--- src/rtl/lvds_rx_align.sv ---
// lvds_rx_align: delay-tap sweep, eye centring, bit-order retry and link monitor for a 4-lane DDR LVDS receiver
module lvds_rx_align #(
    parameter int TAP_W   = 9,
    parameter int NTAPS   = 512,
    parameter int WINDOW  = 1024,
    parameter int SETTLE  = 16,
    parameter int MIN_EYE = 8,
    parameter int ERRC_W  = 16
) (
    input  logic              rxclk,
    input  logic              rst,
    input  logic              start,
    input  logic [7:0]        rx_data,
    output logic [7:0]        rx_word,
    output logic [TAP_W-1:0]  dly_tap,
    output logic              dly_load,
    output logic              swap,
    output logic              busy,
    output logic              locked,
    output logic              fail,
    output logic [TAP_W-1:0]  eye_start,
    output logic [TAP_W:0]    eye_len,
    output logic [ERRC_W-1:0] err_count
);
    localparam int CMAX  = WINDOW > SETTLE ? WINDOW : SETTLE;
    localparam int CNT_W = $clog2(CMAX + 1);

    typedef enum logic [2:0] {
        S_IDLE, S_LOAD, S_SETTLE, S_MEASURE, S_EVAL, S_DECIDE, S_LOAD_FINAL, S_MONITOR
    } state_t;

    state_t            state, state_d;
    logic [CNT_W-1:0]  cnt;
    logic [7:0]        prev_word, swapped;
    logic              tap_err, final_pass;
    logic [TAP_W-1:0]  run_start, best_start, clean_start;
    logic [TAP_W:0]    run_len, best_len, clean_len;
    logic              good, settle_done, window_done, eye_ok, last_tap, restart;

    assign swapped     = {rx_data[6], rx_data[7], rx_data[4], rx_data[5],
                          rx_data[2], rx_data[3], rx_data[0], rx_data[1]};
    assign good        = rx_word == prev_word + 8'd1;
    assign settle_done = cnt == CNT_W'(SETTLE - 1);
    assign window_done = cnt == CNT_W'(WINDOW);
    assign eye_ok      = best_len >= (TAP_W+1)'(MIN_EYE);
    assign last_tap    = dly_tap == TAP_W'(NTAPS - 1);
    assign clean_len   = run_len + (TAP_W+1)'(1);
    assign clean_start = run_len == '0 ? dly_tap : run_start;
    assign restart     = start && (state == S_IDLE || state == S_MONITOR);

    // State register
    always_ff @(posedge rxclk) begin
        if (rst) begin
            state <= S_IDLE;
        end else begin
            state <= state_d;
        end
    end

    // Next-state decode plus the state-derived strobes
    always_comb begin
        state_d  = state;
        dly_load = state == S_LOAD || state == S_LOAD_FINAL;
        busy     = state != S_IDLE && state != S_MONITOR;
        case (state)
            S_IDLE:       state_d = start ? S_LOAD : S_IDLE;
            S_LOAD:       state_d = S_SETTLE;
            S_LOAD_FINAL: state_d = S_SETTLE;
            S_SETTLE:     state_d = settle_done ? (final_pass ? S_MONITOR : S_MEASURE) : S_SETTLE;
            S_MEASURE:    state_d = window_done ? S_EVAL : S_MEASURE;
            S_EVAL:       state_d = last_tap ? S_DECIDE : S_LOAD;
            S_DECIDE:     state_d = eye_ok ? S_LOAD_FINAL : (swap ? S_IDLE : S_LOAD);
            S_MONITOR:    state_d = start ? S_LOAD : S_MONITOR;
            default:      state_d = S_IDLE;
        endcase
    end

    // Datapath: word capture, tap scoring, run tracking, centring and post-lock monitoring.
    // The expected word free-runs from the first captured word so one corrupt word counts once.
    always_ff @(posedge rxclk) begin
        if (rst) begin
            rx_word    <= '0;
            dly_tap    <= '0;
            swap       <= 1'b0;
            locked     <= 1'b0;
            fail       <= 1'b0;
            eye_start  <= '0;
            eye_len    <= '0;
            err_count  <= '0;
            cnt        <= '0;
            prev_word  <= '0;
            tap_err    <= 1'b0;
            run_start  <= '0;
            run_len    <= '0;
            best_start <= '0;
            best_len   <= '0;
            final_pass <= 1'b0;
        end else begin
            rx_word <= swap ? swapped : rx_data;
            if (restart) begin
                dly_tap    <= '0;
                swap       <= 1'b0;
                fail       <= 1'b0;
                locked     <= 1'b0;
                err_count  <= '0;
                eye_start  <= '0;
                eye_len    <= '0;
                run_start  <= '0;
                run_len    <= '0;
                best_start <= '0;
                best_len   <= '0;
                final_pass <= 1'b0;
            end
            case (state)
                S_LOAD, S_LOAD_FINAL: cnt <= '0;
                S_SETTLE: cnt <= settle_done ? '0 : cnt + CNT_W'(1);
                S_MEASURE: begin
                    cnt       <= window_done ? '0 : cnt + CNT_W'(1);
                    prev_word <= cnt == '0 ? rx_word : prev_word + 8'd1;
                    tap_err   <= cnt == '0 ? 1'b0 : tap_err | ~good;
                end
                S_EVAL: begin
                    run_len   <= tap_err ? '0 : clean_len;
                    run_start <= clean_start;
                    if (!tap_err && clean_len > best_len) begin
                        best_start <= clean_start;
                        best_len   <= clean_len;
                    end
                    if (!last_tap) dly_tap <= dly_tap + TAP_W'(1);
                end
                S_DECIDE: begin
                    if (eye_ok) begin
                        dly_tap    <= best_start + TAP_W'(best_len >> 1);
                        eye_start  <= best_start;
                        eye_len    <= best_len;
                        final_pass <= 1'b1;
                    end else if (!swap) begin
                        swap       <= 1'b1;
                        dly_tap    <= '0;
                        run_len    <= '0;
                        best_start <= '0;
                        best_len   <= '0;
                    end else begin
                        fail <= 1'b1;
                        swap <= 1'b0;
                    end
                end
                S_MONITOR: begin
                    if (!start) begin
                        cnt       <= CNT_W'(1);
                        prev_word <= cnt == '0 ? rx_word : prev_word + 8'd1;
                        if (cnt != '0) begin
                            locked <= good;
                            if (!good && err_count != '1) err_count <= err_count + ERRC_W'(1);
                        end
                    end
                end
                default: ;
            endcase
        end
    end
endmodule
--- config.mk ---
export PLATFORM = sky130hd
export DESIGN_NAME = lvds_rx_align
export DESIGN_NICKNAME = d
export VERILOG_FILES = /design/src/rtl/lvds_rx_align.sv
export SDC_FILE = /design/constraint.sdc
export NUM_CORES = 1
export LEC_CHECK = 0
export BUFFER_PORTS_ARGS = -buffer_cell sky130_fd_sc_hd__buf_4
export CAP_MARGIN = 20
export CORE_ASPECT_RATIO = 0.5
export CORE_UTILIZATION = 35
export CTS_CLUSTER_DIAMETER = 50
export DETAILED_ROUTE_END_ITERATION = 16
export PLACE_DENSITY = 0.6
export SLEW_MARGIN = 10
export SYNTH_ARGS = -nofsm -noshare
export SYNTH_HDL_FRONTEND = slang
export SYNTH_SLANG_ARGS = --single-unit
export TNS_END_PERCENT = 20
--- constraint.sdc ---
create_clock -name rxclk -period 2.6 [get_ports rxclk]
set_clock_uncertainty 0.1 [all_clocks]
set_input_delay 0.52 -clock rxclk [delete_from_list [all_inputs] [get_ports rxclk]]
set_output_delay 0.52 -clock rxclk [all_outputs]
set_load 0.05 [all_outputs]
# Word level (Yosys, flattened, before mapping)
# Cells that the tools add are included.
dict set report op_classes {
  add_sub_neg 6
  magnitude_cmp 2
  eq_ne 14
  muxes 67
  n_bitwise 2
  reduce_logical 19
}
# cell n
set ops {}
lappend ops {{$mux 9} 14}
lappend ops {{$mux 10} 11}
lappend ops {{$mux 16} 5}
lappend ops {{$pmux 11 s4} 1}
lappend ops {{$pmux 10 s2} 2}
lappend ops {{$pmux 9 s2} 2}
lappend ops {{$mux 11} 3}
lappend ops {{$mux 8} 3}
lappend ops {{$pmux 3 s7} 1}
lappend ops {{$mux 1} 18}
lappend ops {{$mux 3} 6}
lappend ops {{$add 16x1->16 const B} 1}
lappend ops {{$ne 16x16->1 const B} 1}
lappend ops {{$pmux 8 s2} 1}
lappend ops {{$eq 3x3->1 const B} 4}
lappend ops {{$add 11x1->11 const B} 1}
lappend ops {{$eq 11x11->1 const B} 1}
lappend ops {{$eq 11x4->1 const B} 1}
lappend ops {{$logic_not 11->1} 1}
lappend ops {{$reduce_bool 11->1} 1}
lappend ops {{$add 10x1->10 const B} 1}
lappend ops {{$ge 10x4->1 const B} 1}
lappend ops {{$gt 10x10->1} 1}
lappend ops {{$logic_not 10->1} 1}
lappend ops {{other kinds (20)} 28}
dict set report totals {
  reg_bits 117
  out_inout_bits 57
  word_cells 127
}

# Longest topological paths before layout
dict set report logic_depth {
  word_depth 8
  ltp_mapped 13
}

# Least setup slack after synthesis
# Ideal clock, no wire load.
dict set report synth_path {
  kind {flip-flop to flip-flop}
  startpoint {reg run_len[2]}
  endpoint {reg best_len[1]}
  setup_ns 0.074
  arrival_time_ns 2.632
  required_ns 2.426
  slack_ns -0.206
  path_stages_with_launch 13
  n_path_buf 1
  path_cell_list {dfxtp_1 and3_1 and3_1 and3_1 nand3_1 xnor2_1 ha_1 and4_1 a21boi_0 o211ai_1 clkbuf_1 nand3_1 o21ai_0}
}
dict set report synth_via {
  elab_chain_len 5
}
# element line_no
set synth_rtl {}
lappend synth_rtl {{start: declaration} 37} ;# logic [TAP_W:0] run_len, best_len, clean_len;
lappend synth_rtl {{start signal: assignment} 123} ;# run_len <= tap_err ? '0 : clean_len;
lappend synth_rtl {{$add 10x1->10} 47} ;# assign clean_len = run_len + (TAP_W+1)'(1);
lappend synth_rtl {{$gt 10x10->1} 125} ;# if (!tap_err && clean_len > best_len) begin
lappend synth_rtl {{$logic_and 1x1->1} 125}
lappend synth_rtl {{$mux 10} 125}
lappend synth_rtl {{$pmux 10 s2} 114} ;# case (state)
lappend synth_rtl {{end signal: assignment} 127} ;# best_len <= clean_len;
lappend synth_rtl {{end: declaration} 37}
# No other way between the ends.
# A chain may end at the register's enable or synchronous reset.

# Worst setup path in the final report
dict set report layout_path {
  startpoint {reg run_len[2]}
  endpoint {reg best_start[7]}
}
dict set report layout_via {
  elab_chain_len 5
  word_cells_on_any_way 7
  cone_classes {add/sub (1); order compare (1); mux (3); reduce/logical (2)}
}
# element line_no
set layout_rtl {}
lappend layout_rtl {{$add 10x1->10} 47}
lappend layout_rtl {{$gt 10x10->1} 125}
lappend layout_rtl {{$logic_and 1x1->1} 125}
lappend layout_rtl {{$mux 9 *} 125}
lappend layout_rtl {{$pmux 9 s2 *} 114}
lappend layout_rtl {{end signal: assignment} 126} ;# best_start <= clean_start;
lappend layout_rtl {{end: declaration} 36} ;# logic [TAP_W-1:0] run_start, best_start, clean_start;
# Mark *: on every way between the ends. The rest lies on a longest branch, timed or not.

==> flow_metrics.py <==
metrics = {
    "worst_setup_path": {
        "critPathCaptureType": "flop",
        "critPathKind": "reg -> reg",
        "start_kind": "flop",
        "r2r_start": "run_len[2]$_SDFF_PP0_",
        "cp.required_ps": 2820,
        "arrival_ps": 2960,
        "crit_start": "run_len[2]$_SDFF_PP0_",
        "path_max_fanout": 8,
    },
    "die": {
        "die_w_um": 190,
        "initial_utilization": 0.368,
        "ios": 68,
        "chipHeight_um": 96.1,
        "rows": 33,
        "dieArea_um2": 18300,
        "coreArea_um2": 16800,
    },
    "logic_synthesis": {
        "synth_warnings": 0,
        "synth_edf_count": 0,
        "ys_seq_area_frac": 0.378,
        "synth_seq_cells": 117,
        "syn-cell-area_um2": 6200,
        "async_flop_share": 0,
        "synth_ff_type": "dfxtp_1",
        "yosysUniqueCellTypes": 60,
        "syn_avg_cell_area_um2": 8.22,
        "postSynthNetCount": 792,
        "syn_inst": 754,
    },
    "sta": {
        "fmax_ghz": 0.365,
        "min_period_ps": 2740,
        "setup_viol": 19,
        "hold_slack_ps": 253,
        "rsz0062_at_grt": "true",
        "slew_viol_final": 0,
        "min_period_over_period": 1.05,
        "slew_headroom": 0.522,
        "finalWorstSetupSlack_ps": -138,
        "worst_slew_pin_slew_ps": 717,
        "hold_viol": 0,
    },
    "finish": {
        "area_delta_synth_final_pct": 31.5,
        "multi_input_area_um2": 3810,
        "antennaDiodeCount": 0,
        "final_area_um2": 8150,
        "nNetsFinal": 895,
        "layout.area.seq_um2": 2350,
        "num-fill-cells": 1610,
        "final_cells": 1097,
        "drive_gt1_frac": 0.238,
    },
    "global_route": {
        "antenna_found_initial": 0,
        "grt_pass1_wl_mm": 28.4,
        "grt_pass1_vias": 5476,
        "grt_overflow": 0,
        "grt_usage": 0.200,
        "grt_max_degree": 54,
    },
    "routing": {
        "drt_iter0_drc": 414,
        "routedWlPerCell_um": 16.4,
        "wirelength_mm": 18.0,
        "drc_errors": 0,
        "vias": 5907,
        "antenna_left": 0,
        "viasPerCell": 5.38,
        "first_pass_iters": 5,
    },
    "power_and_ir_drop": {
        "p_per_area_nw_per_um2": 596,
        "vdd_ir_drop_max_mv": 0.517,
        "power_mw": 4.86,
        "leakage_nw": 3.18,
    },
    "status": {
        "violations": "setup timing",
        "status": "finished with violations",
    },
    "run": {
        "drv_cap": 0,
    },
    "worst_hold_path": {
        "hold_class": "in -> reg",
        "min_from": "rx_data[4]",
    },
    "place": {
        "place.gp.congestion": 0.820,
        "placed_cells": 1059,
        "dp_hpwl_mm": 12.4,
        "dpl_cell_area_um2": 7240,
        "portBuffers": 67,
    },
    "clock_network": {
        "root_buffer": "clkbuf_16",
        "ctsHoldBuffers": 0,
        "clk_pin_slew_ps": 60,
        "h-tree-depth": 4,
        "cts_tree": "built",
        "clock_path_buffers": 2,
        "clk_latency_ps": 420,
        "cts_sinks": 117,
        "cts_made_buffers": 17,
    },
}
==> path summary, 6_finish.rpt <==
kind | endpoint | slack [ps] | cells past startpoint
worst min register to register | fail$_SDFF_PP0_ | 370 | 2
worst min-delay path | rx_word[4]$_SDFF_PP0_ | 250 | 3
worst max-delay path | best_start[7]$_SDFF_PP0_ | -140 | 11
worst max register to register | best_start[7]$_SDFF_PP0_ | -140 | 11
==> state kept, by name, indices dropped and copies added (netlist names), 9 cells and up <==
register / flops
err_count: 16
cnt: 11
best_len: 10
eye_len: 10
run_len: 10
best_start: 9
dly_tap: 9
eye_start: 9
run_start: 9
==> synth_stat cells (8+ instances only) <==
cell type / n / area share
a21oi_1: 45 / 0.036
a22oi_1: 33 / 0.040
and3_1: 21 / 0.021
clkbuf_1: 26 / 0.016
dfxtp_1: 117 / 0.38
ha_1: 26 / 0.052
inv_1: 28 / 0.017
mux2i_1: 21 / 0.034
nand2_1: 51 / 0.031
nand3_1: 34 / 0.027
nor2_1: 103 / 0.062
nor3_1: 20 / 0.016
o21ai_0: 38 / 0.031
o32ai_1: 8 / 0.011
or3_1: 17 / 0.017
xnor2_1: 19 / 0.027
xor2_1: 15 / 0.021
==> worst max-delay path: stages, from the launching register on <==
cell and delay (ps):
dfxtp_2 330, and3_4 190, and3_4 170, and3_4 240, nand3_4 90, xnor2_2 160, ha_1 310, and4_4 230
a21boi_4 200, o211ai_1 140, buf_4 200, o32ai_1 290
==> layout by cell type (no fill, tap or decap), types with 5 or more instances in the layout <==
cell	instances
a21oi_2	6
and3_1	17
clkbuf_16	17
nand4_1	7
a22oi_1	33
buf_4	115
inv_1	28
o21ai_0	27
dfxtp_1	110
xnor2_1	17
nor2b_1	6
o31ai_1	5
nor2_1	103
and2_1	6
a31oi_1	6
or3_1	17
dfxtp_2	7
or2_2	5
nor3_1	19
nand2_1	50
a21o_1	7
mux2i_1	21
nand3_1	32
nand2b_1	7
o211ai_1	6
ha_1	23
o21a_1	5
o21ai_2	6
o32ai_2	5
nand3b_1	6
o21ai_1	14
xor2_1	13
a21oi_1	44
bufinv_16	5
==> report_power, final <==
group	leakage, nW	total [mW]	switching [mW]	internal (mW)
sequential	0.949	1.83	0.0191	1.81
clock	0.304	2.62	0.913	1.71
combinational	1.92	0.402	0.270	0.132
total	3.18	4.86	1.20	3.65
==> layer usage <==
metal  wire (µm)  GRT usage  vias up  share of wire
met1        9000      0.282     2804           0.50
met3         999     0.0394       16          0.055
met4         185     0.0540        0          0.010
li1            -          -     2934              -
met2        7830      0.311      153           0.43
met5           0          0        -              0
==> cells by family after synthesis <==
kind of cell / after synthesis / synth area share
simple gates: 295 / 0.230
compound gates: 194 / 0.208
buf+inv: 64 / 0.0428
xor+xnor: 34 / 0.0480
fa+ha+maj: 27 / 0.0557
flops: 117 / 0.378
mux: 23 / 0.0375
==> stage by stage <==
step	TNS, ps	worst slack (ps)	utilization
3_3_place_gp	-183	-32.5	0.430
2_1_floorplan	0	4.19	-
6_report	-1830	-138	0.484
3_5_place_dp	-1100	-82.3	0.430
5_1_grt	-3640	-221	0.484
4_1_cts	-1110	-75.1	0.475
==> final cells by class <==
cell class	instances	area share
Sequential cell	117	0.288
Timing Repair Buffer	120	0.116
Tap cell	227	0.0348
Clock buffer	18	0.0527
Multi-Input combinational cell	573	0.467
Inverter	28	0.0129
Clock inverter	14	0.0275
==> repair_timing <==
action                                 CTS  global route
setup endpoints to repair               19            21
setup buffers                            2             1
endpoints found under the hold margin    0             0
gates resized for setup                 20            28
cloned                                   3             0
pin swaps                                7             9
Power figures use the tool's default switching activity.
